### src/rtl/seq_alu_pkg.sv
// Shared definitions for seq_alu: function codes, FSM state encoding and decode helper.
// The multiplier codes only take effect when ALU_MUL_EN is defined.
package seq_alu_pkg;

    localparam logic [5:0] FN_SLL   = 6'h00;
    localparam logic [5:0] FN_SRL   = 6'h02;
    localparam logic [5:0] FN_SRA   = 6'h03;
    localparam logic [5:0] FN_MULT  = 6'h18;
    localparam logic [5:0] FN_MULTU = 6'h19;
    localparam logic [5:0] FN_ADD   = 6'h20;
    localparam logic [5:0] FN_SUB   = 6'h22;
    localparam logic [5:0] FN_AND   = 6'h24;
    localparam logic [5:0] FN_OR    = 6'h25;
    localparam logic [5:0] FN_XOR   = 6'h26;
    localparam logic [5:0] FN_NOR   = 6'h27;
    localparam logic [5:0] FN_SLT   = 6'h2A;
    localparam logic [5:0] FN_SLTU  = 6'h2B;

    typedef enum logic [1:0] {
        ST_IDLE = 2'd0,
        ST_BUSY = 2'd1,
        ST_DONE = 2'd2
    } state_t;

    function automatic logic is_mul_op(input logic [5:0] f);
        return (f == FN_MULT) || (f == FN_MULTU);
    endfunction

endpackage

### src/rtl/seq_alu_if.sv
// Operation/result port bundle of seq_alu. Both sides are valid/ready: a beat moves
// on a rising edge where valid && ready; the producer holds its payload until then.
interface seq_alu_if #(
    parameter int WIDTH = 32
) ();
    logic             in_valid;
    logic             in_ready;
    logic [5:0]       func;
    logic [WIDTH-1:0] A;
    logic [WIDTH-1:0] B;
    logic             out_valid;
    logic             out_ready;
    logic [WIDTH-1:0] out_lo;
    logic [WIDTH-1:0] out_hi;
    logic             zero;
    logic             ovf;

    modport master (
        output in_valid, func, A, B, out_ready,
        input  in_ready, out_valid, out_lo, out_hi, zero, ovf
    );

    modport slave (
        input  in_valid, func, A, B, out_ready,
        output in_ready, out_valid, out_lo, out_hi, zero, ovf
    );
endinterface

### src/rtl/seq_alu_mul_iter.sv
// Radix-2 shift-add multiplier over operand magnitudes, WIDTH iterations per product.
// Instantiated by seq_alu only when ALU_MUL_EN is defined.
module mul_iter #(
    parameter int WIDTH = 32
) (
    input  logic               clk,
    input  logic               rst,
    input  logic               start,
    input  logic               sgn,
    input  logic [WIDTH-1:0]   A,
    input  logic [WIDTH-1:0]   B,
    output logic               busy,
    output logic               done,
    output logic [2*WIDTH-1:0] prod
);
    localparam int CW = $clog2(WIDTH);

    logic               r_busy;
    logic               r_neg;
    logic [CW-1:0]      r_cnt;
    logic [WIDTH-1:0]   r_mcand;
    logic [2*WIDTH-1:0] r_p;

    logic [WIDTH-1:0]   w_mag_a;
    logic [WIDTH-1:0]   w_mag_b;
    logic [WIDTH:0]     w_sum;
    logic [2*WIDTH-1:0] w_next;

    assign w_mag_a = (sgn && A[WIDTH-1]) ? (~A + 1'b1) : A;
    assign w_mag_b = (sgn && B[WIDTH-1]) ? (~B + 1'b1) : B;

    // Upper half accumulates, lower half holds the not-yet-consumed multiplier bits.
    assign w_sum  = {1'b0, r_p[2*WIDTH-1:WIDTH]} + {1'b0, (r_p[0] ? r_mcand : '0)};
    assign w_next = {w_sum, r_p[WIDTH-1:1]};

    assign busy = r_busy;
    assign done = r_busy && (r_cnt == CW'(WIDTH - 1));
    // Sign fix-up rides on the final iteration so no extra cycle is spent.
    assign prod = r_neg ? (~w_next + 1'b1) : w_next;

    always_ff @(posedge clk or posedge rst) begin
        if (rst) begin
            r_busy  <= 1'b0;
            r_neg   <= 1'b0;
            r_cnt   <= '0;
            r_mcand <= '0;
            r_p     <= '0;
        end else if (start) begin
            r_busy  <= 1'b1;
            r_neg   <= sgn && (A[WIDTH-1] ^ B[WIDTH-1]);
            r_cnt   <= '0;
            r_mcand <= w_mag_a;
            r_p     <= {{WIDTH{1'b0}}, w_mag_b};
        end else if (r_busy) begin
            r_p   <= w_next;
            r_cnt <= r_cnt + 1'b1;
            if (done) begin
                r_busy <= 1'b0;
            end
        end
    end
endmodule

### src/rtl/seq_alu.sv
// Handshaked sequential ALU: single-cycle logic/arith/shift ops plus an optional
// iterative multiplier enabled by defining ALU_MUL_EN.
module seq_alu
    import seq_alu_pkg::*;
#(
    parameter int WIDTH = 32
) (
    input  logic   clk,
    input  logic   rst,
    seq_alu_if.slave bus,
    output state_t o_dbg_state
);
    localparam int SHW = $clog2(WIDTH);

    state_t           r_state;
    state_t           w_state_nxt;
    logic [WIDTH-1:0] r_lo;
    logic             r_zero;
    logic             r_ovf;

    logic             w_in_ready;
    logic             w_accept;
    logic             w_out_xfer;
    logic             w_is_mul;
    logic             w_mul_busy;
    logic             w_mul_done;
    logic [WIDTH-1:0] w_prod_lo;
    logic             w_prod_zero;

    logic [WIDTH-1:0] w_sum;
    logic [WIDTH-1:0] w_diff;
    logic [SHW-1:0]   w_shamt;
    logic [WIDTH-1:0] w_lo;
    logic             w_ovf;

    assign w_in_ready = !rst && ((r_state == ST_IDLE) || ((r_state == ST_DONE) && bus.out_ready));
    assign w_accept   = bus.in_valid && w_in_ready;
    assign w_out_xfer = (r_state == ST_DONE) && bus.out_ready;

`ifdef ALU_MUL_EN
    logic [2*WIDTH-1:0] w_prod;
    logic [WIDTH-1:0]   r_hi;

    assign w_is_mul    = is_mul_op(bus.func);
    assign w_prod_lo   = w_prod[WIDTH-1:0];
    assign w_prod_zero = (w_prod == '0);

    mul_iter #(.WIDTH(WIDTH)) u_mul (
        .clk   (clk),
        .rst   (rst),
        .start (w_accept && w_is_mul),
        .sgn   (bus.func == FN_MULT),
        .A     (bus.A),
        .B     (bus.B),
        .busy  (w_mul_busy),
        .done  (w_mul_done),
        .prod  (w_prod)
    );

    always_ff @(posedge clk or posedge rst) begin
        if (rst) begin
            r_hi <= '0;
        end else if (w_accept && !w_is_mul) begin
            r_hi <= '0;
        end else if (w_mul_done) begin
            r_hi <= w_prod[2*WIDTH-1:WIDTH];
        end
    end

    assign bus.out_hi = r_hi;
`else
    assign w_is_mul    = 1'b0;
    assign w_mul_busy  = 1'b0;
    assign w_mul_done  = 1'b0;
    assign w_prod_lo   = '0;
    assign w_prod_zero = 1'b0;
    assign bus.out_hi  = '0;
`endif

    assign w_sum   = bus.A + bus.B;
    assign w_diff  = bus.A - bus.B;
    assign w_shamt = bus.B[SHW-1:0];

    // Unknown codes (and multiply codes without the multiplier) fall to zero.
    always_comb begin
        w_lo  = '0;
        w_ovf = 1'b0;
        case (bus.func)
            FN_ADD: begin
                w_lo  = w_sum;
                w_ovf = (bus.A[WIDTH-1] == bus.B[WIDTH-1]) && (w_sum[WIDTH-1] != bus.A[WIDTH-1]);
            end
            FN_SUB: begin
                w_lo  = w_diff;
                w_ovf = (bus.A[WIDTH-1] != bus.B[WIDTH-1]) && (w_diff[WIDTH-1] != bus.A[WIDTH-1]);
            end
            FN_AND:  w_lo = bus.A & bus.B;
            FN_OR:   w_lo = bus.A | bus.B;
            FN_XOR:  w_lo = bus.A ^ bus.B;
            FN_NOR:  w_lo = ~(bus.A | bus.B);
            FN_SLT:  w_lo = {{(WIDTH-1){1'b0}}, ($signed(bus.A) < $signed(bus.B))};
            FN_SLTU: w_lo = {{(WIDTH-1){1'b0}}, (bus.A < bus.B)};
            FN_SLL:  w_lo = bus.A << w_shamt;
            FN_SRL:  w_lo = bus.A >> w_shamt;
            FN_SRA:  w_lo = $signed(bus.A) >>> w_shamt;
            default: begin
                w_lo  = '0;
                w_ovf = 1'b0;
            end
        endcase
    end

    always_ff @(posedge clk or posedge rst) begin
        if (rst) begin
            r_state <= ST_IDLE;
        end else begin
            r_state <= w_state_nxt;
        end
    end

    always_comb begin
        w_state_nxt = r_state;
        case (r_state)
            ST_IDLE: begin
                if (w_accept) begin
                    w_state_nxt = w_is_mul ? ST_BUSY : ST_DONE;
                end
            end
            ST_BUSY: begin
                if (w_mul_done) begin
                    w_state_nxt = ST_DONE;
                end else if (!w_mul_busy) begin
                    w_state_nxt = ST_IDLE;
                end
            end
            ST_DONE: begin
                if (w_accept) begin
                    w_state_nxt = w_is_mul ? ST_BUSY : ST_DONE;
                end else if (w_out_xfer) begin
                    w_state_nxt = ST_IDLE;
                end
            end
            default: w_state_nxt = ST_IDLE;
        endcase
    end

    always_ff @(posedge clk or posedge rst) begin
        if (rst) begin
            r_lo   <= '0;
            r_zero <= 1'b0;
            r_ovf  <= 1'b0;
        end else if (w_accept && !w_is_mul) begin
            r_lo   <= w_lo;
            r_zero <= (w_lo == '0);
            r_ovf  <= w_ovf;
        end else if (w_mul_done) begin
            r_lo   <= w_prod_lo;
            r_zero <= w_prod_zero;
            r_ovf  <= 1'b0;
        end
    end

    assign bus.in_ready  = w_in_ready;
    assign bus.out_valid = (r_state == ST_DONE);
    assign bus.out_lo    = r_lo;
    assign bus.zero      = r_zero;
    assign bus.ovf       = r_ovf;
    assign o_dbg_state   = r_state;
endmodule

### src/flat_wrapper.sv
// flat-port wrapper written by rule: the top's interface ports become plain ports
module seq_alu_flat import seq_alu_pkg::*;
#(
    parameter int WIDTH = 32
)
  (clk, rst, o_dbg_state, bus_in_valid, bus_func, bus_A, bus_B, bus_out_ready, bus_in_ready, bus_out_valid, bus_out_lo, bus_out_hi, bus_zero, bus_ovf);
  seq_alu_if #(.WIDTH(WIDTH)) bus_i ();
  input  logic clk;
  input  logic rst;
  output state_t o_dbg_state;
  input wire logic [$bits(bus_i.in_valid)-1:0] bus_in_valid;
  input wire logic [$bits(bus_i.func)-1:0] bus_func;
  input wire logic [$bits(bus_i.A)-1:0] bus_A;
  input wire logic [$bits(bus_i.B)-1:0] bus_B;
  input wire logic [$bits(bus_i.out_ready)-1:0] bus_out_ready;
  output wire logic [$bits(bus_i.in_ready)-1:0] bus_in_ready;
  output wire logic [$bits(bus_i.out_valid)-1:0] bus_out_valid;
  output wire logic [$bits(bus_i.out_lo)-1:0] bus_out_lo;
  output wire logic [$bits(bus_i.out_hi)-1:0] bus_out_hi;
  output wire logic [$bits(bus_i.zero)-1:0] bus_zero;
  output wire logic [$bits(bus_i.ovf)-1:0] bus_ovf;
  assign bus_i.in_valid = bus_in_valid;
  assign bus_i.func = bus_func;
  assign bus_i.A = bus_A;
  assign bus_i.B = bus_B;
  assign bus_i.out_ready = bus_out_ready;
  assign bus_in_ready = bus_i.in_ready;
  assign bus_out_valid = bus_i.out_valid;
  assign bus_out_lo = bus_i.out_lo;
  assign bus_out_hi = bus_i.out_hi;
  assign bus_zero = bus_i.zero;
  assign bus_ovf = bus_i.ovf;
  seq_alu #(.WIDTH(WIDTH)) u_core (.clk(clk), .rst(rst), .bus(bus_i), .o_dbg_state(o_dbg_state));
endmodule
### config.mk
export PLATFORM = sky130hd
export DESIGN_NAME = seq_alu_flat
export DESIGN_NICKNAME = d
export VERILOG_FILES = /design/src/rtl/seq_alu_pkg.sv /design/src/rtl/seq_alu_if.sv /design/src/rtl/seq_alu_mul_iter.sv /design/src/rtl/seq_alu.sv /design/src/flat_wrapper.sv
export SDC_FILE = /design/constraint.sdc
export NUM_CORES = 1
export LEC_CHECK = 0
export ABC_AREA = 1
export CAP_MARGIN = 20
export CORE_UTILIZATION = 35
export CTS_BUF_LIST = sky130_fd_sc_hd__clkbuf_8 sky130_fd_sc_hd__clkbuf_16
export DETAILED_ROUTE_END_ITERATION = 10
export PLACE_DENSITY = 0.62
export SYNTH_ARGS = -nofsm -noshare
export SYNTH_HDL_FRONTEND = slang
export SYNTH_HIERARCHICAL = 1
export SYNTH_SLANG_ARGS = --single-unit
### constraint.sdc
create_clock -name clk -period 1.74 [get_ports clk]
set_clock_uncertainty 0.1 [all_clocks]
set_input_delay 0.435 -clock clk [delete_from_list [all_inputs] [get_ports clk]]
set_output_delay 0.435 -clock clk [all_outputs]
set_load 0.1 [all_outputs]
; ---- Word-level counts from Yosys, hierarchy flattened
; Cells that the tools add are included.
[totals]
reg_bits = 36
word_cells = 49
out_inout_bits = 70
inputBits = 74
[classes]
mux = 6
n_eq_ne = 17
shifts = 3
reduce_logical = 11
magnitude_cmp = 2
n_addsub = 2
bitwise = 4
[ops]
columns = cell, count
row1 = 32-bit one-hot mux with 11 select lines, 1
row2 = 32-bit < comparator, 2
row3 = "6-bit == test, second input constant", 8
row4 = 32-bit adder, 1
row5 = 32-bit AND, 1
row6 = 32-bit zero test, 1
row7 = 32-bit inverter, 1
row8 = 32-bit bitwise OR, 1
row9 = 32-bit by 5-bit << shifter with 32-bit output, 1
row10 = 32-bit by 5-bit right shift with 32-bit output, 1
row11 = 32-bit by 5-bit >>> shifter with 32-bit output, 1
row12 = 32-bit subtractor, 1
row13 = 32-bit XOR, 1
row14 = "6-bit by 2-bit == test with 1-bit output, second input constant", 2
row15 = 6-bit zero test, 1
row16 = 2-bit 2-to-1 mux, 3
row17 = 1-bit logical AND, 5
row18 = 2-bit one-hot mux with 2 select lines, 1
row19 = 1-bit inequality test, 3
row20 = "3-bit by 1-bit inequality test with 1-bit output, second input constant", 1
row21 = "2-bit == test, second input constant", 1
row22 = 2-bit zero test, 1
row23 = "2-bit by 1-bit inequality test with 1-bit output, second input constant", 1
row24 = 1-bit one-hot mux with 2 select lines, 1
row25 = 4 further kinds, 4

; ---- Logic depth before layout (Yosys ltp)
[depth]
word_depth = 7
ltp_mapped = 24
depth_no_buf = 22

; ---- Worst setup path after synthesis
; Ideal clock, no wire load.
[synth_path]
path_kind = flip-flop to flip-flop
start = reg u_core.r_state[1] (netlist: u_core/o_dbg_state[1])
end = reg u_core.r_lo[10] (netlist: u_core/bus.out_lo[10])
path_slack_ps = -1691
path_stages_with_launch = 9
arrival_time_ps = 3264
setup_time_ps = 68
required_time_ps = 1572
period_less_slack_ps = 3431
path_buffers = 1
cell_sequence = dfrtp_1 inv_1 nor2_1 nor2_1 nand2_1 clkinv_1 buf_1 nand2_1 nand2_1
[synth_between]
elab_chain_cells = 5
elab_cells_between_ends = 6
cone_classes = eq/ne (1) / reduce/logical (5)
[synth_rtl]
columns = element, line
row1 = start: declaration, seq_alu.sv:15  ; state_t r_state;
row2 = start signal: assignment, seq_alu.sv:117  ; r_state <= w_state_nxt;
row3 = 2-bit == test, seq_alu.sv:36  ; assign w_in_ready = !rst && ((r_state == ST_IDLE) || ((r_state == ST_DONE) && bus.out_ready));
row4 = 1-bit logical AND, seq_alu.sv:36
row5 = 1-bit logical OR *, seq_alu.sv:36
row6 = 1-bit logical AND *, seq_alu.sv:36
row7 = named net bus_in_ready, flat_wrapper.sv:16  ; output wire logic [$bits(bus_i.in_ready)-1:0] bus_in_ready;
row8 = 1-bit logical AND *, seq_alu.sv:37  ; assign w_accept = bus.in_valid && w_in_ready;
row9 = end signal: assignment, seq_alu.sv:153  ; r_lo <= w_lo;
row10 = end signal: assignment, seq_alu.sv:157  ; r_lo <= w_prod_lo;
row11 = end: declaration, seq_alu.sv:17  ; logic [WIDTH-1:0] r_lo;
; The timed path passes the listed nets; every way through them passes the cells marked *.
; A chain may end at the register's enable or synchronous reset.

; ---- Worst setup path in the final report
[layout_path]
start = in bus_A[0]
end = reg u_core.r_zero (netlist: u_core/bus.zero)
[layout_between]
elab_chain_cells = 4
elab_cells_between_ends = 13
cone_classes = add/sub (2) / order compare (2) / shift (3) / mux (1) / bitwise (4) / reduce/logical (1)
[layout_rtl]
columns = element, line
row1 = start: declaration, flat_wrapper.sv:13  ; input wire logic [$bits(bus_i.A)-1:0] bus_A;
row2 = branches (longest 2 deep; another with 32-bit subtractor), -
row3 = 32-bit one-hot mux with 11 select lines *, seq_alu.sv:88  ; case (bus.func)
row4 = 32-bit zero test *, seq_alu.sv:154  ; r_zero <= (w_lo == '0);
row5 = end signal: assignment, seq_alu.sv:154
row6 = end signal: assignment, seq_alu.sv:158  ; r_zero <= w_prod_zero;
row7 = end: declaration, seq_alu.sv:18  ; logic r_zero;
; Mark *: on every way between the ends.

==> results.toml <==
[clock_tree]
cts_root_buffer = "clkbuf_16"
htree_levels = 2
cts_tree = "built"
clk_path_buf_depth = 2
cts.sinks = 35
numCtsBuffers = 5
clkTransAtPathRegs_ns = 0.06
clock_latency_ns = 0.28
hold_buffers = 0

[floorplan]
core_area_sq_mm = 0.03345
die_area_sq_mm = 0.03471
start_util = 0.3554
dieWidth_um = 186.3
io_pins = 144
fp.dieH_um = 186.3
rows = 67

[setup_path]
worstSetupPathType = "primary input to register"
endpoint_kind = "register"
cp-start-kind = "primary input"
required_ns = 1.87
crit_fanout = 3
critPathArrivalTime_ns = 2.74

[sta]
rsz0062_at_grt = "yes"
min_period_over_period = 1.502
hold_viol_final = 0
final_max_slew_viol_count = 0
hold_ws_ns = 0.1683
period_needed_ns = 2.613
relSlewSlack = 0.6474
max_freq_mhz = 382.7
fin_ws_ns = -0.8732
setup_viol = 35
tightest_slew_ns = 0.5254
setup_tns_ns = -18.22

[synthesis]
synth-edff-count = 0
ys_ff_latch = 35
async_flop_share = 1.000
syn_area_sq_mm = 0.01189
yosysWarnings = 6
synth_flop_cell = "dfrtp_1"
synth_seq_area_share = 0.07368
synth_cell_types = 44
syn_avg_cell_area_sq_um = 5.072
synth_cells = 2344

[global_routing]
first_global_vias = 18940
grt_pass1_wl_um = 111900
overflow = 0
grt.total_usage = 0.4376
grt_max_degree = 36
antenna_found_initial = 1

[detailed_routing]
via_per_inst = 5.615
drt_iter0_drc = 2197
via_count = 19870
wire_per_inst_um = 22.34
wl_um = 79020
first_pass_iters = 6
postRouteAntennaNets = 0
drc = 0

[layout]
syn_to_final_growth_pct = 102.6
fill_cells = 2775
num-nets-final = 3263
multiInputGateArea_sq_mm = 0.01341
final_layout_size_suffix_gt1_frac = 0.5523
register_area_sq_um = 879.6

[power]
peakVddDrop_uv = 456.8
totalPowerFinal_uw = 10190
powerDensity_mw_per_mm2 = 423.1
leakage_uw = 0.01228

[outcome]
violations = "setup timing"
status = "finished, violations left"

[place]
hpwl_um = 61270
place.port_buffers = 110
place_congestion = 1.131

[run]
maxCapViolations = 0

[worst_hold_path]
hp-class = "primary input to asynchronous set/reset pin"
==> placed cells by master (no fill, tap or decap), types with 21 or more instances in the layout <==
cell type,netlist,final
ha_1,99,32
nor2_1,207,101
nand4_1,30,30
nor2_4,3,68
a21oi_2,0,39
o21ai_0,89,37
nand3_4,0,31
o21ai_2,1,26
nand2_1,819,536
dfrtp_1,35,34
conb_1,1,33
nand2_4,0,91
buf_6,5,145
inv_4,0,34
a21oi_1,92,34
nand2_2,1,187
inv_2,4,99
buf_12,0,65
buf_4,45,578
nand3_1,438,294
ha_2,0,21
nand3_2,2,115
inv_1,282,146
ha_4,0,46
nor2_2,3,44
o21ai_1,3,25
==> cells in the mapped netlist (all sizes together), types with 2 or more instances <==
| cell | count | share of area |
|---|---|---|
| o21bai | 6 | 0.0038 |
| a21oi | 92 | 0.039 |
| nor2 | 213 | 0.070 |
| o22ai | 16 | 0.0084 |
| or2 | 2 | 0.0011 |
| xor2 | 2 | 0.0015 |
| nand3b | 11 | 0.0069 |
| o21a | 2 | 0.0013 |
| o221ai | 2 | 0.0015 |
| fa | 2 | 0.0034 |
| nand4 | 30 | 0.016 |
| o21ai | 93 | 0.039 |
| and2 | 5 | 0.0026 |
| nand2 | 820 | 0.26 |
| inv | 286 | 0.090 |
| dfrtp | 35 | 0.074 |
| clkbuf | 20 | 0.0063 |
| ha | 99 | 0.10 |
| buf | 112 | 0.058 |
| clkinv | 2 | 0.00063 |
| nor4 | 3 | 0.0016 |
| nor3 | 30 | 0.013 |
| nand3 | 440 | 0.19 |
| a31oi | 4 | 0.0021 |
| o211ai | 9 | 0.0057 |
==> final cells by class <==
class                           instances  share of cell area
Clock buffer                            6            0.005767
Sequential cell                        35             0.03652
Inverter                              288             0.05102
Antenna cell                            1           0.0001039
Clock inverter                          2            0.001455
Timing Repair Buffer                  837              0.3249
Multi-Input combinational cell       1921              0.5570
Tap cell                              448             0.02328
==> where the power goes <==
| group | switching, uW | internal [uW] | total, uW | leakage (uW) |
|---|---|---|---|---|
| clock network | 369 | 713 | 1080 | 0.0000869 |
| registers | 96.8 | 893 | 990 | 0.000469 |
| logic | 4820 | 3290 | 8120 | 0.0117 |
==> critical path, stage by stage <==
cell	delay [ns]
buf_8	0.09
inv_4	0.04
ha_4	0.16
fa_2	0.39
inv_4	0.10
nand2_4	0.05
nand3_2	0.06
nand3b_1	0.17
nand2_2	0.15
nand2_4	0.07
nand2_4	0.09
nand2_4	0.07
nand2_2	0.08
nor2_1	0.04
nor2_1	0.12
nand2_2	0.07
inv_2	0.05
nand2_1	0.07
nor2_1	0.10
nand2_1	0.09
nor2_1	0.10
nand2_1	0.07
nand2_1	0.07
==> state kept, by name (all words and copies together) (netlist names) <==
name / count
u_core/o_dbg_state: 1
u_core/bus.ovf: 1
u_core/bus.out_lo: 32
u_core/bus.zero: 1
==> worst paths after layout <==
kind	from	endpoint	slack [ns]	cells after the start
hold / removal	rst	u_core/bus.out_lo[31]$_DFFE_PP0P_	0.17	3
min in group clk	u_core/bus.out_lo[20]$_DFFE_PP0P_	u_core/bus.out_lo[20]$_DFFE_PP0P_	0.45	2
max in group asynchronous	rst	u_core/o_dbg_state[1]$_DFFE_PP0P_	1.16	3
setup / recovery	bus_A[0]	u_core/bus.zero$_DFFE_PP0P_	-0.87	23
setup reg to reg	u_core/o_dbg_state[1]$_DFFE_PP0P_	u_core/bus.zero$_DFFE_PP0P_	0.14	11
hold reg to reg	u_core/bus.out_lo[20]$_DFFE_PP0P_	u_core/bus.out_lo[20]$_DFFE_PP0P_	0.45	2
==> per-layer routing <==
layer | GRT usage | wire length (um) | up-vias
li1 | - | - | 9028
met5 | 0 | 0 | -
met1 | 0.5589 | 31140 | 9467
met2 | 0.7158 | 35460 | 1080
met3 | 0.06484 | 7035 | 292
met4 | 0.2184 | 5395 | 0
==> metrics by stage <==
stage                     setup WS [ns]    util  instance area, sq um  std cells
after floorplan                 -0.7230       -                 12340       2376
after global placement           -2.248  0.5473                 18310       3407
after detailed placement         -2.211  0.5473                 18310       3407
after CTS                       -0.8503  0.6640                 22210       3512
after global routing            -0.9689  0.7200                 24080       3538
final                           -0.8732  0.7200                 24080       3538
==> cell families after synthesis <==
| kind of cell | count (synthesis) | synth area share |
|---|---|---|
| other cells | 1 | 0.0003155 |
| simple gates | 1557 | 0.5577 |
| compound gates | 228 | 0.1036 |
| xor+xnor | 2 | 0.001474 |
| buf+inv | 420 | 0.1557 |
| fa+ha+maj | 101 | 0.1076 |
| flops | 35 | 0.07368 |
==> what timing repair did <==
action                     in CTS  in global routing
buffers inserted               99                 46
gates resized for setup      1173                476
pin swaps                     265                221
cloned                          3                  0
setup endpoints to repair      35                 35
No activity file was read; power rests on OpenSTA's default activity.
